**config.mk**
```make
export PLATFORM = sky130hd
export DESIGN_NAME = mips_cpu_load_unit
export DESIGN_NICKNAME = d
export VERILOG_FILES = /design/src/rtl/mips_cpu_load_unit.sv
export SDC_FILE = /design/constraint.sdc
export NUM_CORES = 1
export LEC_CHECK = 0
export BUFFER_PORTS_ARGS = -buffer_cell sky130_fd_sc_hd__buf_2
export CORE_UTILIZATION = 49
export DETAILED_ROUTE_END_ITERATION = 8
export GPL_TIMING_DRIVEN = 0
export PLACE_DENSITY = 0.74
export SYNTH_ARGS = -nofsm -noshare
export SYNTH_HDL_FRONTEND = slang
export SYNTH_SLANG_ARGS = --single-unit
```
**constraint.sdc**
```tcl
create_clock -name clk -period 1.85 [get_ports clk]
set_input_delay 0 -clock clk [delete_from_list [all_inputs] [get_ports clk]]
set_output_delay 0 -clock clk [all_outputs]
set_load 0.005 [all_outputs]
```
**src/rtl/mips_cpu_load_unit.sv**
```systemverilog
// Load unit for the Harvard MIPS data side.
// A request accepted in IDLE issues one word-aligned Avalon read. The read is
// held through waitrequest stalls and aborted after a bounded number of stall
// cycles. The returned word is then extracted, extended or merged (LWL/LWR)
// into a 32-bit writeback value. Every output comes straight from a flop.
module mips_cpu_load_unit #(
  parameter int unsigned TIMEOUT_CYCLES = 255,
  parameter int unsigned ADDR_WIDTH     = 32
) (
  input  logic                  clk,
  input  logic                  reset,
  input  logic                  start,
  input  logic [2:0]            op,
  input  logic [ADDR_WIDTH-1:0] addr,
  input  logic [31:0]           rt_old,
  output logic                  busy,
  output logic                  done,
  output logic [31:0]           result,
  output logic                  fault,
  output logic [ADDR_WIDTH-1:0] avm_address,
  output logic                  avm_read,
  output logic [3:0]            avm_byteenable,
  input  logic [31:0]           avm_readdata,
  input  logic                  avm_waitrequest
);

  // The counter is at least 8 bits and wide enough to reach TIMEOUT_CYCLES.
  localparam int unsigned CNT_W_MIN = $clog2(TIMEOUT_CYCLES + 1);
  localparam int unsigned CNT_W     = (CNT_W_MIN > 8) ? CNT_W_MIN : 8;
  localparam logic [CNT_W-1:0] TIMEOUT_C = CNT_W'(TIMEOUT_CYCLES);
  localparam logic [CNT_W-1:0] CNT_ONE   = CNT_W'(1);
  localparam logic             TO_EN     = (TIMEOUT_CYCLES != 32'd0);

  localparam logic [1:0] S_IDLE = 2'd0;
  localparam logic [1:0] S_READ = 2'd1;
  localparam logic [1:0] S_DONE = 2'd2;

  localparam logic [2:0] OP_LB  = 3'b000;
  localparam logic [2:0] OP_LBU = 3'b001;
  localparam logic [2:0] OP_LH  = 3'b010;
  localparam logic [2:0] OP_LHU = 3'b011;
  localparam logic [2:0] OP_LW  = 3'b101;
  localparam logic [2:0] OP_LWL = 3'b110;
  localparam logic [2:0] OP_LWR = 3'b111;

  // A request faults without a bus cycle on the reserved op or a misaligned halfword/word.
  function automatic logic req_fault_f(input logic [2:0] f_op, input logic [1:0] f_k);
    logic flt;
    case (f_op)
      OP_LH, OP_LHU: flt = f_k[0];
      OP_LW:         flt = (f_k != 2'b00);
      OP_LB, OP_LBU,
      OP_LWL, OP_LWR: flt = 1'b0;
      default:       flt = 1'b1;
    endcase
    return flt;
  endfunction

  // Byte lanes touched by the load.
  function automatic logic [3:0] byteenable_f(input logic [2:0] f_op, input logic [1:0] f_k);
    logic [3:0] be;
    case (f_op)
      OP_LB, OP_LBU: be = 4'b0001 << f_k;
      OP_LH, OP_LHU: be = f_k[1] ? 4'b1100 : 4'b0011;
      OP_LW:         be = 4'b1111;
      OP_LWL:        be = (4'b0010 << f_k) - 4'b0001;
      OP_LWR:        be = 4'b1111 << f_k;
      default:       be = 4'b0000;
    endcase
    return be;
  endfunction

  // Writeback value from the returned word, the byte offset and the old rt.
  function automatic logic [31:0] result_f(input logic [2:0]  f_op,
                                           input logic [1:0]  f_k,
                                           input logic [31:0] f_m,
                                           input logic [31:0] f_rt);
    logic [7:0]  byte_v;
    logic [15:0] half_v;
    logic [31:0] res;
    case (f_k)
      2'd0:    byte_v = f_m[7:0];
      2'd1:    byte_v = f_m[15:8];
      2'd2:    byte_v = f_m[23:16];
      2'd3:    byte_v = f_m[31:24];
      default: byte_v = 8'h00;
    endcase
    half_v = f_k[1] ? f_m[31:16] : f_m[15:0];
    case (f_op)
      OP_LB:  res = {{24{byte_v[7]}}, byte_v};
      OP_LBU: res = {24'h000000, byte_v};
      OP_LH:  res = {{16{half_v[15]}}, half_v};
      OP_LHU: res = {16'h0000, half_v};
      OP_LW:  res = f_m;
      OP_LWL: begin
        case (f_k)
          2'd0:    res = {f_m[7:0],  f_rt[23:0]};
          2'd1:    res = {f_m[15:0], f_rt[15:0]};
          2'd2:    res = {f_m[23:0], f_rt[7:0]};
          2'd3:    res = f_m;
          default: res = 32'h0000_0000;
        endcase
      end
      OP_LWR: begin
        case (f_k)
          2'd0:    res = f_m;
          2'd1:    res = {f_rt[31:24], f_m[31:8]};
          2'd2:    res = {f_rt[31:16], f_m[31:16]};
          2'd3:    res = {f_rt[31:8],  f_m[31:24]};
          default: res = 32'h0000_0000;
        endcase
      end
      default: res = 32'h0000_0000;
    endcase
    return res;
  endfunction

  logic [1:0]            state_q, state_d;
  logic [2:0]            op_q, op_d;
  logic [1:0]            k_q, k_d;
  logic [31:0]           rt_q, rt_d;
  logic [CNT_W-1:0]      cnt_q, cnt_d;
  logic [CNT_W-1:0]      cnt_inc_s;
  logic [31:0]           result_q, result_d;
  logic                  fault_q, fault_d;
  logic                  busy_q, busy_d;
  logic                  done_q, done_d;
  logic                  avm_read_q, avm_read_d;
  logic [ADDR_WIDTH-1:0] avm_address_q, avm_address_d;
  logic [3:0]            avm_byteenable_q, avm_byteenable_d;

  assign cnt_inc_s = cnt_q + CNT_ONE;

  // Next-state, operand latching and result computation; strobes follow the next state.
  always_comb begin
    state_d          = state_q;
    op_d             = op_q;
    k_d              = k_q;
    rt_d             = rt_q;
    cnt_d            = cnt_q;
    result_d         = result_q;
    fault_d          = fault_q;
    avm_address_d    = avm_address_q;
    avm_byteenable_d = avm_byteenable_q;
    case (state_q)
      S_IDLE: begin
        if (start) begin
          op_d = op;
          k_d  = addr[1:0];
          rt_d = rt_old;
          if (req_fault_f(op, addr[1:0])) begin
            state_d  = S_DONE;
            fault_d  = 1'b1;
            result_d = 32'h0000_0000;
          end else begin
            state_d          = S_READ;
            cnt_d            = '0;
            avm_address_d    = {addr[ADDR_WIDTH-1:2], 2'b00};
            avm_byteenable_d = byteenable_f(op, addr[1:0]);
          end
        end else begin
          state_d = S_IDLE;
        end
      end
      S_READ: begin
        if (!avm_waitrequest) begin
          state_d  = S_DONE;
          fault_d  = 1'b0;
          result_d = result_f(op_q, k_q, avm_readdata, rt_q);
        end else begin
          cnt_d = cnt_inc_s;
          if (TO_EN && (cnt_inc_s == TIMEOUT_C)) begin
            state_d  = S_DONE;
            fault_d  = 1'b1;
            result_d = 32'h0000_0000;
          end else begin
            state_d = S_READ;
          end
        end
      end
      S_DONE: begin
        state_d = S_IDLE;
      end
      default: begin
        state_d = S_IDLE;
      end
    endcase
    busy_d     = (state_d != S_IDLE);
    done_d     = (state_d == S_DONE);
    avm_read_d = (state_d == S_READ);
  end

  // State and output registers with synchronous active-low reset.
  always_ff @(posedge clk) begin
    if (!reset) begin
      state_q          <= S_IDLE;
      op_q             <= 3'b000;
      k_q              <= 2'b00;
      rt_q             <= 32'h0000_0000;
      cnt_q            <= '0;
      result_q         <= 32'h0000_0000;
      fault_q          <= 1'b0;
      busy_q           <= 1'b0;
      done_q           <= 1'b0;
      avm_read_q       <= 1'b0;
      avm_address_q    <= '0;
      avm_byteenable_q <= 4'b0000;
    end else begin
      state_q          <= state_d;
      op_q             <= op_d;
      k_q              <= k_d;
      rt_q             <= rt_d;
      cnt_q            <= cnt_d;
      result_q         <= result_d;
      fault_q          <= fault_d;
      busy_q           <= busy_d;
      done_q           <= done_d;
      avm_read_q       <= avm_read_d;
      avm_address_q    <= avm_address_d;
      avm_byteenable_q <= avm_byteenable_d;
    end
  end

  assign busy           = busy_q;
  assign done           = done_q;
  assign result         = result_q;
  assign fault          = fault_q;
  assign avm_read       = avm_read_q;
  assign avm_address    = avm_address_q;
  assign avm_byteenable = avm_byteenable_q;

endmodule

```
==> flow_metrics.env <==
export IMPL_rsz0062_at_grt="true"
export IMPL_drc=0
export IMPL_hold_viol=0
export IMPL_total_power_mw=7.36
export IMPL_layout_common_cells="buf_2 (180), dfxtp_1 (112), nand2_1 (93)"
export IMPL_chipWidth_um=119
export IMPL_synth_async_reset_ratio_pct=0
export IMPL_ys_types=64
export IMPL_dpl_cell_count=1149
export IMPL_p_int_mw=5.06
export IMPL_cts_num_sinks=117
export IMPL_startpoint_type="flip-flop"
export IMPL_hp_class="input pin to flip-flop"
export IMPL_synth_avg_cell_area_um2=8.38
export IMPL_final_layout_size_suffix_gt1_share_pct=33.0
export IMPL_cts_root_buffer="clkbuf_16"
export IMPL_finalClockSkew_ps=6.79
export IMPL_cp_required_ps=2140
export IMPL_numPortBuffers=168
export IMPL_leakage_nw=4.04
export IMPL_max_freq_mhz=499
export IMPL_power_density_nw_per_um2=758
export IMPL_drt_iter0_markers=855
export IMPL_clk_pin_slew_ps=60
export IMPL_final_core_util_pct=72.8
export IMPL_synth_edf_count=0
export IMPL_ir_drop_v=0.000654
export IMPL_instances_no_fill=1267
export IMPL_switching_power_mw=2.30
export IMPL_yosysSeqAreaShare_pct=34.8
export IMPL_placed_area_um2=7820
export IMPL_setup_worst_path_end_class="flip-flop"
export IMPL_numCtsBuffers=17
export IMPL_dr_pass1_iters=9
export IMPL_r2r_start="k_q[0]"
export IMPL_worstMarginPinSlew_ps=770
export IMPL_place_hpwl_mm=16.1
export IMPL_diodes=0
export IMPL_wire_per_inst_um=20.2
export IMPL_power_frac_comb_pct=21.4
export IMPL_layout_setup_ws_ps=-155
export IMPL_worstSkewPairLatency_ps=430
export IMPL_crit_path_start="k_q[0]"
export IMPL_track_usage_pct=34.7
export IMPL_core_area_um2=13300
export IMPL_drt_total_wl_mm=25.6
export IMPL_power_frac_seq_pct=37.8
export IMPL_io_pins=175
export IMPL_finalCritPeriodShare_pct=108
export IMPL_worst_path_max_fanout=5
export IMPL_routed_via_density=6.26
export IMPL_maxCapViolations=0
export IMPL_area_delta_synth_final_pct=44.2
export IMPL_ant_nets=0
export IMPL_synth_seq_cells=117
export IMPL_regArea_um2=2350
export IMPL_violations="negative setup slack"
export IMPL_syn_instance_count=804
export IMPL_grt_max_degree=17
export IMPL_yosysWarnings=0
export IMPL_grt_pass1_vias=7509
export IMPL_fp_dieH_um=119
export IMPL_grt_pass1_wl_mm=38.5
export IMPL_setup_violations=36
export IMPL_multi_input_area_um2=4330
export IMPL_final_common_cell="buf_2"
export IMPL_status="finished with violations"
export IMPL_cts_tree="built"
export IMPL_nNetsFinal=1186
export IMPL_min_from="op[0]"
export IMPL_syn_cell_area_um2=6740
export IMPL_drv_slew=0
export IMPL_holdPathStages=4
export IMPL_start_util_pct=50.5
export IMPL_synth_flop_cell="dfxtp_1"
export IMPL_critical_path_class="flip-flop to flip-flop"
export IMPL_worstRegToRegCells=7
export IMPL_dieArea_um2=14200
export IMPL_fillerInstances=975
export IMPL_final_area_um2=9710
export IMPL_routabilityCongestion=1.02
export IMPL_num_vias=7932
export IMPL_gr_total_overflow=0
export IMPL_period_minus_slack_ps=2010
export IMPL_crit_arrival_ps=2300
export IMPL_placement_rows=42
export IMPL_clockBufferDepth=2
export IMPL_maxSlewHeadroom_pct=48.3
export IMPL_clkPwrFrac_pct=40.8
export IMPL_finalSetupTns_ps=-4400
export IMPL_switching_share_pct=31.2
export IMPL_antenna_found_initial=0
export IMPL_ctsHtreeMaxLevel=4
critical path: stages, from the launching register on:
cell and delay (ps):
dfxtp_2 320, buf_6 130, buf_4 130, mux4_2 480, nor2b_1 140, a221o_1 260
o31ai_1 300, o211ai_2 120
sequential cells by signal (all words and copies together), names as in the netlist:
name and flops:
state_q 2, avm_byteenable 4, result 32, avm_address 30
rt_q 32, busy 1, fault 1, avm_read 1
op_q 3, k_q 2, done 1, cnt_q 8
logic make-up after synthesis:
group / Yosys count / synth area share, %
other: 1 / 0.0557
multiplexers: 78 / 13.2
AO/OA/AOI/OAI: 244 / 25.7
buffers and inverters: 82 / 5.98
XOR/XNOR: 2 / 0.260
adder cells (fa/ha/maj): 3 / 0.557
AND/OR/NAND/NOR: 277 / 19.5
flip-flops: 117 / 34.8
synthesized netlist by cell type (4+ instances only):
cell / count / area, µm²
o21a_1: 5 / 37.5
nand3_1: 71 / 355
nand2b_1: 7 / 43.8
o21ai_0: 41 / 205
nand3b_1: 5 / 37.5
o211ai_1: 11 / 82.6
mux2i_1: 62 / 621
and2_1: 4 / 25.0
nor2_1: 54 / 203
a21boi_0: 8 / 60.1
a32oi_1: 6 / 52.6
o22ai_1: 18 / 113
clkbuf_1: 41 / 154
inv_1: 5 / 18.8
a31oi_1: 4 / 25.0
o211ai_2: 22 / 275
a211oi_1: 25 / 188
nand2_1: 95 / 357
nor2b_1: 20 / 125
buf_2: 22 / 110
o31ai_1: 18 / 135
dfxtp_1: 117 / 2340
a21oi_1: 59 / 295
a221o_1: 6 / 60.1
mux2_2: 8 / 90.1
mux4_2: 8 / 180
final cells by class:
| cell class | count | share of cell area [%] |
|---|---|---|
| Multi-Input combinational cell | 606 | 44.6 |
| Sequential cell | 117 | 24.2 |
| Timing Repair Buffer | 257 | 17.7 |
| Buffer | 74 | 5.44 |
| Clock buffer | 17 | 4.38 |
| Tap cell | 176 | 2.27 |
| Clock inverter | 13 | 1.04 |
| Inverter | 7 | 0.296 |
final timing paths:
path | to | slack (ps)
setup / recovery | result[10] | -160
hold / removal | avm_byteenable[0] | 20
setup reg to reg | result[10] | -160
hold reg to reg | rt_q[2] | 460
power by group through the flow:
stage,logic [mW],clock network [mW],registers [mW]
after floorplan,0.767,0,2.80
after global placement,1.21,0,2.82
after detailed placement,1.23,0,2.82
after CTS,1.42,3.02,2.77
after global routing,1.67,3.16,2.79
final,1.58,3.00,2.78
layer usage:
metal | track usage, % | part of all wire (%) | vias up | wire [µm]
met2 | 54.8 | 45 | 625 | 11600
met1 | 43.3 | 38 | 3650 | 9690
met5 | 0 | 0 | - | 0
met4 | 18.9 | 5.1 | 0 | 1310
met3 | 8.48 | 12 | 134 | 2960
li1 | - | - | 3523 | -
per-stage QoR:
step                      hold WS, ps  setup WS, ps
after global placement            232          -553
after CTS                       0.349          -128
final                            22.9          -155
after global routing             30.2          -255
after floorplan                   136         -30.8
after detailed placement          242          -562
timing repair:
item	CTS	global route
hold buffers	68	0
pin swaps	7	18
hold endpoints to repair	69	0
endpoints found under the setup margin	37	54
buffers inserted	6	13
gates resized for setup	81	63
cloned	0	2
Note: power is estimated with default switching activity, not from simulation.
